**src/rtl/wb_mem_to_stream.sv**
```systemverilog
// Memory-to-stream DMA: Wishbone B3 incrementing read bursts into a FWFT FIFO drained on valid/ready.
// A burst is only issued once the FIFO has room for every beat of it, so acks are never refused.
module wb_mem_to_stream #(
  parameter int WB_DW         = 32,
  parameter int WB_AW         = 32,
  parameter int FIFO_AW       = 4,
  parameter int MAX_BURST_LEN = 2**FIFO_AW
) (
  input  logic                 clk,
  input  logic                 rst,
  output logic [WB_AW-1:0]     wbm_adr_o,
  output logic [WB_DW-1:0]     wbm_dat_o,
  output logic [WB_DW/8-1:0]   wbm_sel_o,
  output logic                 wbm_we_o,
  output logic                 wbm_cyc_o,
  output logic                 wbm_stb_o,
  output logic [2:0]           wbm_cti_o,
  output logic [1:0]           wbm_bte_o,
  input  logic [WB_DW-1:0]     wbm_dat_i,
  input  logic                 wbm_ack_i,
  input  logic                 wbm_err_i,
  output logic [WB_DW-1:0]     stream_m_data_o,
  output logic                 stream_m_valid_o,
  input  logic                 stream_m_ready_i,
  input  logic                 enable,
  input  logic [WB_AW-1:0]     start_adr,
  input  logic [WB_AW-1:0]     buf_size,
  input  logic [WB_AW-1:0]     burst_size,
  output logic                 busy,
  output logic                 done,
  output logic                 err,
  output logic [WB_AW-1:0]     tx_cnt
);

  localparam int DEPTH = 2**FIFO_AW;
  localparam int LIM   = (MAX_BURST_LEN < 1) ? 1 : ((MAX_BURST_LEN < DEPTH) ? MAX_BURST_LEN : DEPTH);
  localparam logic [WB_AW-1:0] LIM_W = WB_AW'(LIM);
  localparam logic [WB_AW-1:0] BPW   = WB_AW'(WB_DW/8);

  typedef enum logic [1:0] {S_IDLE, S_WAIT, S_BURST, S_DRAIN} state_t;

  state_t               state_q, state_d;
  logic [WB_AW-1:0]     start_adr_q, start_adr_d;
  logic [WB_AW-1:0]     buf_size_q, buf_size_d;
  logic [WB_AW-1:0]     burst_size_q, burst_size_d;
  logic [WB_AW-1:0]     tx_cnt_q, tx_cnt_d;
  logic [FIFO_AW:0]     left_q, left_d;
  logic                 cyc_q, cyc_d;
  logic                 busy_q, busy_d;
  logic                 done_q, done_d;
  logic                 err_q, err_d;

  logic [WB_DW-1:0]     mem [DEPTH];
  logic [FIFO_AW-1:0]   wr_ptr_q, rd_ptr_q;
  logic [FIFO_AW:0]     count_q;
  logic [FIFO_AW:0]     free;
  logic [WB_AW-1:0]     rem, blen;
  logic                 push, pop, empty;

  assign empty = (count_q == '0);
  assign free  = (FIFO_AW+1)'(DEPTH) - count_q;
  assign push  = cyc_q && wbm_ack_i && !wbm_err_i;
  assign pop   = !empty && stream_m_ready_i;

  // Beats for the next burst: requested size, clipped by words left and FIFO depth.
  always_comb begin
    rem  = buf_size_q - tx_cnt_q;
    blen = burst_size_q;
    if (rem < blen) blen = rem;
    if (LIM_W < blen) blen = LIM_W;
  end

  always_comb begin
    state_d      = state_q;
    start_adr_d  = start_adr_q;
    buf_size_d   = buf_size_q;
    burst_size_d = burst_size_q;
    tx_cnt_d     = tx_cnt_q;
    left_d       = left_q;
    cyc_d        = cyc_q;
    busy_d       = busy_q;
    done_d       = 1'b0;
    err_d        = err_q;
    case (state_q)
      S_IDLE: begin
        if (enable) begin
          start_adr_d  = start_adr;
          buf_size_d   = buf_size;
          burst_size_d = (burst_size == '0) ? WB_AW'(1) : burst_size;
          tx_cnt_d     = '0;
          err_d        = 1'b0;
          if (buf_size == '0) begin
            done_d = 1'b1;
          end else begin
            busy_d  = 1'b1;
            state_d = S_WAIT;
          end
        end
      end
      S_WAIT: begin
        if (blen[FIFO_AW:0] <= free) begin
          left_d  = blen[FIFO_AW:0];
          cyc_d   = 1'b1;
          state_d = S_BURST;
        end
      end
      S_BURST: begin
        if (wbm_err_i) begin
          cyc_d   = 1'b0;
          err_d   = 1'b1;
          state_d = S_DRAIN;
        end else if (wbm_ack_i) begin
          tx_cnt_d = tx_cnt_q + WB_AW'(1);
          left_d   = left_q - (FIFO_AW+1)'(1);
          if (left_q == (FIFO_AW+1)'(1)) begin
            cyc_d   = 1'b0;
            state_d = (tx_cnt_d == buf_size_q) ? S_DRAIN : S_WAIT;
          end
        end
      end
      default: begin
        if (empty) begin
          done_d  = 1'b1;
          busy_d  = 1'b0;
          state_d = S_IDLE;
        end
      end
    endcase
  end

  always_ff @(posedge clk) begin
    if (rst) begin
      state_q      <= S_IDLE;
      start_adr_q  <= '0;
      buf_size_q   <= '0;
      burst_size_q <= '0;
      tx_cnt_q     <= '0;
      left_q       <= '0;
      cyc_q        <= 1'b0;
      busy_q       <= 1'b0;
      done_q       <= 1'b0;
      err_q        <= 1'b0;
      wr_ptr_q     <= '0;
      rd_ptr_q     <= '0;
      count_q      <= '0;
    end else begin
      state_q      <= state_d;
      start_adr_q  <= start_adr_d;
      buf_size_q   <= buf_size_d;
      burst_size_q <= burst_size_d;
      tx_cnt_q     <= tx_cnt_d;
      left_q       <= left_d;
      cyc_q        <= cyc_d;
      busy_q       <= busy_d;
      done_q       <= done_d;
      err_q        <= err_d;
      if (push) wr_ptr_q <= wr_ptr_q + FIFO_AW'(1);
      if (pop)  rd_ptr_q <= rd_ptr_q + FIFO_AW'(1);
      if (push && !pop)      count_q <= count_q + (FIFO_AW+1)'(1);
      else if (pop && !push) count_q <= count_q - (FIFO_AW+1)'(1);
    end
  end

  always_ff @(posedge clk) begin
    if (push) mem[wr_ptr_q] <= wbm_dat_i;
  end

  assign wbm_adr_o        = cyc_q ? (start_adr_q + tx_cnt_q * BPW) : '0;
  assign wbm_dat_o        = '0;
  assign wbm_sel_o        = {(WB_DW/8){cyc_q}};
  assign wbm_we_o         = 1'b0;
  assign wbm_cyc_o        = cyc_q;
  assign wbm_stb_o        = cyc_q;
  assign wbm_cti_o        = !cyc_q ? 3'b000 : ((left_q == (FIFO_AW+1)'(1)) ? 3'b111 : 3'b010);
  assign wbm_bte_o        = 2'b00;
  assign stream_m_data_o  = empty ? '0 : mem[rd_ptr_q];
  assign stream_m_valid_o = !empty;
  assign busy             = busy_q;
  assign done             = done_q;
  assign err              = err_q;
  assign tx_cnt           = tx_cnt_q;

endmodule

```
**config.mk**
```make
export PLATFORM = sky130hd
export DESIGN_NAME = wb_mem_to_stream
export DESIGN_NICKNAME = d
export VERILOG_FILES = /design/src/rtl/wb_mem_to_stream.sv
export SDC_FILE = /design/constraint.sdc
export NUM_CORES = 1
export LEC_CHECK = 0
export ABC_AREA = 0
export ABC_CLOCK_PERIOD_IN_PS = 8000
export CAP_MARGIN = 20
export CORE_MARGIN = 5
export CORE_UTILIZATION = 35
export DETAILED_ROUTE_END_ITERATION = 8
export GPL_ROUTABILITY_DRIVEN = 1
export HOLD_SLACK_MARGIN = 0.15
export SETUP_SLACK_MARGIN = 0.1
export SLEW_MARGIN = 20
export SYNTH_ARGS = -nofsm -noshare
export SYNTH_HDL_FRONTEND = slang
export SYNTH_SLANG_ARGS = --single-unit
export TNS_END_PERCENT = 10
```
**constraint.sdc**
```tcl
create_clock -name clk -period 8 [get_ports clk]
set_clock_uncertainty 0.15 [all_clocks]
set_input_delay 0.8 -clock clk [delete_from_list [all_inputs] [get_ports clk]]
set_output_delay 0.8 -clock clk [all_outputs]
set_load 0.05 [all_outputs]
```
Word-level counts from Yosys, hierarchy flattened
Memories as Yosys holds them, arrays and structs flattened. A register that Yosys moved wholly into a read port is not among the register bits.
Cells that the tools add are included.

cells by class
  add/subtract/negate cells = 9
  order comparisons = 3
  equal/unequal tests = 12
  multiplexer cells = 46
  bitwise operators = 1
  reduce and logical (&&, ||, !) cells = 26

operators with widths
  operator               number
  $mux 32                7
  $logic_not 32->1       2
  $pmux 32 s2            1
  $add 32x1->32 const B  1
  $add 32x32->32         1
  $eq 32x32->1           1
  $lt 32x32->1           1
  $lt 5x32->1 const A    1
  $sub 32x32->32         1
  $mux 5                 6
  $mux 2                 8
  $reduce_and 4->1       4
  $mux 1                 14
  $ne 2x2->1 const B     6
  $pmux 5 s2             1
  $sub 5x1->5 const B    2
  $add 4x1->4 const B    2
  $mux 4                 2
  $pmux 1 s2             4
  $reduce_bool 2->1      4
  $mux 3                 2
  $ne 3x3->1 const B     2
  $pmux 2 s3             1
  $reduce_and 6->1       1
  15 further kinds       22

word-level totals
  register bits = 152
  memory bits (writable) = 512
  input bits = 134
  output and inout bits = 144
  word-level logic and storage cells = 111
  memories kept = 1

memories
  memory  words  width  read ports  clocked after memory_dff  wr ports  line  RTL
  mem     16     32     1           1                         1         53    logic [WB_DW-1:0] mem [DEPTH];

Depth between registers and ports, before layout
Gate-level depths: netlist of run 1.

  depth after elaboration = 8
  depth in mapped cells = 35
  gate-level depth less buffers = 33

Worst setup path after synthesis of run 1
Ideal clock, no wire load.

  path type = register to register
  from = register tx_cnt_q[4] (netlist: tx_cnt[4])
  to = register left_q[1]
  library setup time = 0.075 ns
  arrival time = 7.355 ns
  required time = 7.775 ns
  slack = 0.420 ns
  cell stages (with the launch flop) = 31
  buffers on the path = 1
  clock period less this slack = 7.580 ns
  cells stage by stage = dfxtp_1 -> inv_1 -> ha_1 -> a21o_1 -> or3_4 -> o2111ai_4 -> a31oi_4 -> a311oi_1 -> xnor2_1 -> ha_1 -> a21o_1 -> a21o_1 -> a21o_1 -> a21oi_1 -> a2bb2oi_1 -> o211ai_1 -> or3_1 -> or4_4 -> or2_2 -> a211oi_1 -> ha_1 -> nor2b_1 -> o21a_1 -> o21a_1 -> o21ai_0 -> a21oi_1 -> o21bai_1 -> nand2b_1 -> dlygate4sd1_1 -> a2111o_1 -> o22ai_1

on the way
  word-level cells in the longest chain between the ends = 8
  elaborated cells on any way between the ends = 10
  those cells by class = add/sub (1); order compare (3); eq/ne (1); mux (4); reduce/logical (1)

ends and longest elaborated chain
  element                     line  RTL
  start: declaration          46    logic [WB_AW-1:0] tx_cnt_q, tx_cnt_d;
  start signal: assignment    151   tx_cnt_q <= tx_cnt_d;
  $sub 32x32->32 (*)          67    rem = buf_size_q - tx_cnt_q;
  $lt 32x32->1                69    if (rem < blen) blen = rem;
  $mux 32 (*)                 69
  $lt 5x32->1                 70    if (LIM_W < blen) blen = LIM_W;
  $mux 5 (*)                  70
  $le 5x5->1                  101   if (blen[FIFO_AW:0] <= free) begin
  $ne 2x2->1 (no line)        -
  $reduce_and 4->1 (no line)  -
  end signal: assignment      152   left_q <= left_d;
  end: declaration            47    logic [FIFO_AW:0] left_q, left_d;

Every way passes the cells marked *; elsewhere a longest branch is shown, timed or not. The select of a mux whose other input is x is not followed.
A chain may end at the register's enable or synchronous reset.

Worst setup path after layout of run 1
  from = register tx_cnt_q[0] (netlist: tx_cnt[0])
  to = register state_q[1]

on the way
  word-level cells in the longest chain between the ends = 8
  elaborated cells on any way between the ends = 15
  those cells by class = add/sub (2); order compare (3); eq/ne (2); mux (7); reduce/logical (1)

ends and longest elaborated chain
  element                     line  RTL
  $sub 32x32->32              67
  $lt 32x32->1                69
  $mux 32                     69
  $lt 5x32->1                 70
  $mux 5                      70
  $le 5x5->1                  101
  $ne 2x2->1 (no line)        -
  $reduce_and 6->1 (no line)  -
  end signal: assignment      147   state_q <= state_d;
  end: declaration            42    state_t state_q, state_d;

Parallel ways exist; a longest one is shown, timed or not. The select of a mux whose other input is x is not followed.

==> impl_metrics.csv, run 1 <==
group,metric,value,unit
run_status,status,"completed",
power,sequentialPowerShare,36.0,%
sta,hold_viol,0,
drt,via_count,21400,
global_routing,grt_util_met1,23.4,%
drt,wire_per_inst,22.3,um
critical_path,crit_path_max_fanout,5,
global_routing,antenna_found_initial,10,
synth,ys_top_cells_by_area,"edfxtp_1 (48%), mux4_2 (11%), dfxtp_1 (9.8%)",
floorplanning,dieArea,0.0969,mm2
clock_tree,ctsLongestPathBuffers,3,
global_routing,grt_pass1_vias,21600,
sta,maxSlewViolCount,0,
sta,layout_min_cycle_time,7.49,ns
sta,slew_headroom,29.6,%
clock_tree,cts_tree,"yes",
sta,finalSetupTns,0,ns
synth,syn-instance-count,2442,
drt,wl,87900,um
clock_tree,htree_levels,3,
power,power_frac_comb,33.8,%
critical_path,reg2reg_slack,0.51,ns
power,switching_share,34.3,%
layout,syn_to_final_growth,20.0,%
drt,drt-vias-per-instance,5.43,
floorplanning,fp.dieH,311,um
sta,max_slew.worst_pin.slew,1.06,ns
floorplanning,core_area,0.0900,mm2
power,switching_power,3.83,mW
drt,first_pass_iters,6,
power,powerDensity,293,mW/mm2
clock_tree,hold_buffers,0,
power,finalPower,11.2,mW
floorplanning,rows,110,
layout,final_common_cell,"edfxtp_1",
critical_path,cp.required,8.39,ns
global_routing,grt_max_degree,99,
placement,dp_cells,3798,
synth,synth-async-reset-ratio,0,%
synth,synth_ff_type,"edfxtp_1",
clock_tree,cts.sinks,668,
global_routing,globalRouteMet3Util,3.67,%
placement,port_buffers,242,
floorplanning,start_util,35.3,%
global_routing,grt_pass1_wl,133000,um
power,p_int,7.33,mW
synth,synth.distinct_cells,84,
clock_tree,clk_pin_slew,0.05,ns
clock_tree,insertion_delay,0.62,ns
synth,synth_edf_count,512,
synth,netlist.area_leader.share,48.4,%
synth,yosys.area.top_type,"edfxtp_1",
critical_path,r2r_end,"state_q[1]",
sta,min_period_over_period,93.6,%
hold_path,min_to,"done",
global_routing,use_met2,29.2,%
synth,synth_area,0.0318,mm2
global_routing,grt_usage,17.5,%
hold_path,hp-class,"input pin to flip-flop",
synth,syn_area_per_cell,13.0,um2
layout,final_cell_mix,"edfxtp_1 (512), nand2_1 (270), clkdlybuf4s50_1 (241)",
critical_path,max_stage_delay,0.60,ns
global_routing,grt_busiest_layer,"met2",
clock_tree,cts_root_buffer,"clkbuf_16",
critical_path,slowest_stage,"or4_4",
hold_path,hold_depth,2,
synth,yosys_warnings,0,
global_routing,gr-total-overflow,0,
hold_path,min_from,"rst",
power,ir_drop,0.000245,V
drt,route.detailed.drc,0,
layout,nets,2953,
floorplanning,io_pins,278,
synth,ys_ff_latch,668,
placement,hpwl,56800,um
power,power.leakage,12.8,nW
drt,drtIter0Drc,1750,
layout,final_cells,3937,
critical_path,reg2reg_depth,30,
floorplanning,die_w,311,um
layout,final_layout_size_suffix_gt1_share,14.4,%
sta,finalSetupViolCount,0,
critical_path,r2r_start,"tx_cnt[0]",
sta,grt_setup_unrepaired,"no",
placement,place.gp.congestion,0.889,
clock_tree,cts_buffers,74,
synth,synth_seq_area_share,58.2,%
flow_run,drv_cap,0,
drt,antenna_left,0,
critical_path,cp.arrival,7.88,ns
critical_path,worst_setup_path_start_kind,"flip-flop",
critical_path,crit_path_end_kind,"flip-flop",
sta,max_freq,134,MHz
power,p_clk_share,30.2,%
critical_path,crit_type,"flip-flop to flip-flop",
-- critical path: cells and delay by family, from the launching register on --
family                     cells  cell delay [ns]
AOI/OAI and AO/OA             17             3.47
and+or+nand+nor                6             1.88
DFF                            1             0.34
buffers and inverters          1             0.05
xor gates and xnor gates       1             0.19
adders and majority gates      4             1.15
muxes                          1             0.20
-- area by class of cell --
type / instances / area, um2
Inverter: 93 / 349
Clock inverter: 31 / 403
Tap cell: 1176 / 1470
Multi-Input combinational cell: 1562 / 12500
Fill cell: 8159 / 51900
Sequential cell: 668 / 18500
Clock buffer: 100 / 2020
Timing Repair Buffer: 303 / 2900
Antenna cell: 4 / 10.0
-- logic make-up after synthesis --
group / synth area share (%)
multiplexers: 11.8
adder cells (fa/ha/maj): 4.68
AO/OA/AOI/OAI: 8.11
other: 0.0118
buffers and inverters: 3.59
AND/OR/NAND/NOR: 10.6
XOR/XNOR: 2.98
flip-flops: 58.2
-- layer usage --
layer / part of all wire [%] / wire length, um / vias to the layer above
met5: 0.039 / 34 / -
met4: 2.2 / 1970 / 4
met3: 7.2 / 6370 / 132
met2: 48 / 42100 / 752
met1: 43 / 37400 / 10800
li1: - / - / 9666
-- timing repair --
action,in CTS,in global routing
resized for setup,0,14
setup endpoints to repair,0,6
hold endpoints to repair,0,0
buffers inserted,0,3
-- power by group through the flow --
stage / combinational [mW] / sequential (mW) / clock, mW
2_1_floorplan: 2.74 / 4.02 / 0
3_3_place_gp: 3.63 / 4.11 / 0
3_5_place_dp: 3.70 / 4.12 / 0
4_1_cts: 3.72 / 4.05 / 3.45
5_1_grt: 4.11 / 4.04 / 3.59
6_report: 3.77 / 4.02 / 3.37
-- cells in the mapped netlist (all sizes together), types with 6 or more instances --
master  instances
edfxtp        512
nor2          135
o31ai           7
nor3           41
a21oi         201
mux4          160
ha            114
and2           48
a21o           41
nand2b         17
a211oi         12
o211ai         14
nor4           34
xnor2          71
buf            62
nand2         271
o21bai          7
o21a            6
nand4          27
or3            14
or2             9
xor2           37
clkbuf         90
dfxtp         156
nor2b          15
nand3          56
inv            92
a31oi           7
a22oi           8
and3           17
mux2i          12
nor3b           6
o21ai          66
-- state kept, by name, indices dropped and copies added, names as in the netlist, 2 cells and up, named ones only --
register and flops:
wr_ptr_q 4, start_adr_q 32, mem 512, burst_size_q 32, left_q 5, buf_size_q 32
tx_cnt 32, rd_ptr_q 4, state_q 2, count_q 5
-- worst max path at each step --
stage	start	endpoint	slack [ns]	cells past startpoint
detailed placement	tx_cnt[0]	left_q[1]	0.37	29
global route	tx_cnt[0]	state_q[1]	0.09	30
floorplan	tx_cnt[4]	left_q[1]	0.42	30
CTS	tx_cnt[0]	left_q[1]	0.32	29
finish	tx_cnt[0]	state_q[1]	0.51	30
global placement	buf_size_q[0]	left_q[1]	0.50	30
-- metrics by stage --
stage                     area (um2)  setup WS [ns]  utilization (%)  hold WS (ns)
after floorplan                31900          0.420                -         0.282
after global placement         35600          0.497             39.5         0.292
after detailed placement       35600          0.372             39.5         0.303
after CTS                      38000          0.318             42.2         0.271
after global routing           38100         0.0913             42.4         0.288
final                          38100          0.510             42.4         0.305
(Power assumes the default switching activity.)
==> run 2: changes to the inputs <==
--- a/config.mk
+++ b/config.mk
@@ -12,2 +12,4 @@
 export CORE_UTILIZATION = 35
+export CTS_BUF_LIST = sky130_fd_sc_hd__clkbuf_2
+export CTS_CLUSTER_SIZE = 24
 export DETAILED_ROUTE_END_ITERATION = 8
==> constraint.sdc (replaced) <==
create_clock -name clk -period 8 [get_ports clk]
set_clock_uncertainty 0.15 [all_clocks]
set_input_delay 2 -clock clk [delete_from_list [all_inputs] [get_ports clk]]
set_output_delay 2 -clock clk [all_outputs]
set_load 0.05 [all_outputs]
==> run 2 against run 1 <==
Net effect: hold slack gained 0.010 ns; power decreased by 9.7%; routed wire length increased by 0.97%; final area decreased by 2.3%; critical endpoint is now left_q[1]; largest cell class unchanged; largest power group unchanged.
==> impl_metrics.csv, run 2 (synthesis gave the netlist of run 1 again) <==
group,metric,value,unit
run_status,status,"completed",
clock_tree,hold_buffers,0,
sta,layout_min_cycle_time,7.61,ns
critical_path,path_buf_inv,1,
floorplanning,start_util,35.3,%
placement,dp_cells,3802,
layout,fin_util,41.4,%
power,powerDensity,271,mW/mm2
flow_run,drv_cap,0,
layout,final_cell_mix,"edfxtp_1 (512), nand2_1 (270), clkbuf_2 (248)",
drt,antenna_left,0,
critical_path,crit_type,"flip-flop to flip-flop",
drt,wire_per_inst,21.6,um
clock_tree,insertion_delay,1.35,ns
power,finalPower,10.1,mW
sta,slew_headroom,32.1,%
layout,nets,3053,
placement,hpwl,57800,um
critical_path,r2r_start,"tx_cnt[4]",
clock_tree,cts.sinks,668,
critical_path,path_common_cell,"a21o_1",
drt,drt-vias-per-instance,5.34,
critical_path,slowest_stage,"or4_4",
clock_tree,htree_levels,4,
clock_tree,cts_buffers,174,
floorplanning,fp.dieH,311,um
critical_path,crit_family,"compound AO/OA/AOI/OAI gates",
sta,finalSetupTns,0,ns
critical_path,cp.arrival,8.67,ns
clock_tree,clk_pin_slew,0.08,ns
sta,max_freq,131,MHz
sta,maxSlewViolCount,0,
sta,worst_slack,0.394,ns
drt,first_pass_iters,7,
power,ir_drop,0.000221,V
critical_path,crit_start,"tx_cnt[4]",
layout,final_common_cell,"edfxtp_1",
drt,wl,88700,um
floorplanning,core_area,0.0900,mm2
sta,max_slew.worst_pin.slew,1.02,ns
placement,place.gp.congestion,0.891,
hold_path,min_from,"start_adr_q[9]",
floorplanning,rows,110,
layout,fillers,8387,
critical_path,crit_path_end_kind,"flip-flop",
global_routing,grt_max_degree,99,
global_routing,antenna_found_initial,13,
sta,min_period_over_period,95.1,%
drt,via_count,21900,
critical_path,reg2reg_slack,0.39,ns
placement,port_buffers,242,
critical_path,cp.required,9.06,ns
critical_path,crit_path_max_fanout,6,
layout,final_cells,4104,
hold_path,hp-class,"flip-flop to flip-flop",
drt,route.detailed.drc,0,
critical_path,max_stage_delay,0.60,ns
layout,top_register,"mem",
global_routing,grt_pass1_vias,22400,
layout,largest_reg_flops,512,
clock_tree,cts_root_buffer,"clkbuf_2",
clock_tree,cts_setup_buffers,0,
drt,drtIter0Drc,1621,
floorplanning,io_pins,278,
global_routing,grt_usage,17.8,%
layout,final_layout_size_suffix_gt1_share,19.2,%
sta,finalSetupViolCount,0,
global_routing,grt_pass1_wl,134000,um
sta,grt_setup_unrepaired,"yes",
placement,place_ws,0.386,ns
power,power.leakage,12.9,nW
global_routing,gr-total-overflow,0,
critical_path,worst_setup_path_start_kind,"flip-flop",
floorplanning,dieArea,0.0969,mm2
clock_tree,cts_tree,"yes",
floorplanning,die_w,311,um
clock_tree,ctsLongestPathBuffers,3,
layout,syn_to_final_growth,17.2,%
sta,hold_viol,0,
## run 2: cell types whose count changed in the layout (fill, tap and decap cells not counted), sizes merged
cell and change:
clkinvlp -2, buf +1, inv +9, clkbuf +149, dlymetal6s2s +2, clkinv +11
diode +5, bufinv -3, clkdlybuf4s50 -5
## run 2: repair_timing
item	in CTS	in global routing
endpoints found under the setup margin	6	11
pin swaps	0	6
gates resized for setup	12	23
## run 2: where the power goes
part	total (mW)	switching [mW]	internal (mW)	leakage [nW]
logic	3.76	2.23	1.53	5.84
registers	4.02	0.164	3.85	5.88
clock network	2.30	1.42	0.881	1.16
## run 2: metal layers
metal	global-route usage [%]	vias to the layer above	routed length, um
li1	-	9987	-
met1	23.1	11000	36900
met2	29.4	833	43100
met3	4.35	145	6730
met4	5.97	6	2010
met5	0	-	43
## run 2: final timing paths
path	end	cells after the start
max	left_q[1]	29
min	start_adr_q[9]	2
max reg2reg	left_q[1]	29
min reg2reg	start_adr_q[9]	2
## run 2: tightest hold or removal path, cell delays in order (launching register included)
cell and delay (ns):
dfxtp_1 0.32, nand2_1 0.05, a21oi_1 0.05
## run 2: layout make-up
type / count / area [um2] / area share [%]
clock buffers: 247 / 1240 / 3.32
clock inverters: 46 / 272 / 0.729
diodes: 9 / 22.5 / 0.0605
multi-input cells: 1562 / 12500 / 33.5
flip-flops and latches: 668 / 18500 / 49.7
repair buffers: 303 / 2900 / 7.79
well taps: 1176 / 1470 / 3.95
inverters: 93 / 349 / 0.937
## run 2: per-stage QoR
step	instance area [um2]	hold WS (ns)
after floorplan	31900	0.282
after global placement	35600	0.292
after detailed placement	35600	0.301
after CTS	37200	0.313
after global routing	37200	0.330
final	37300	0.315
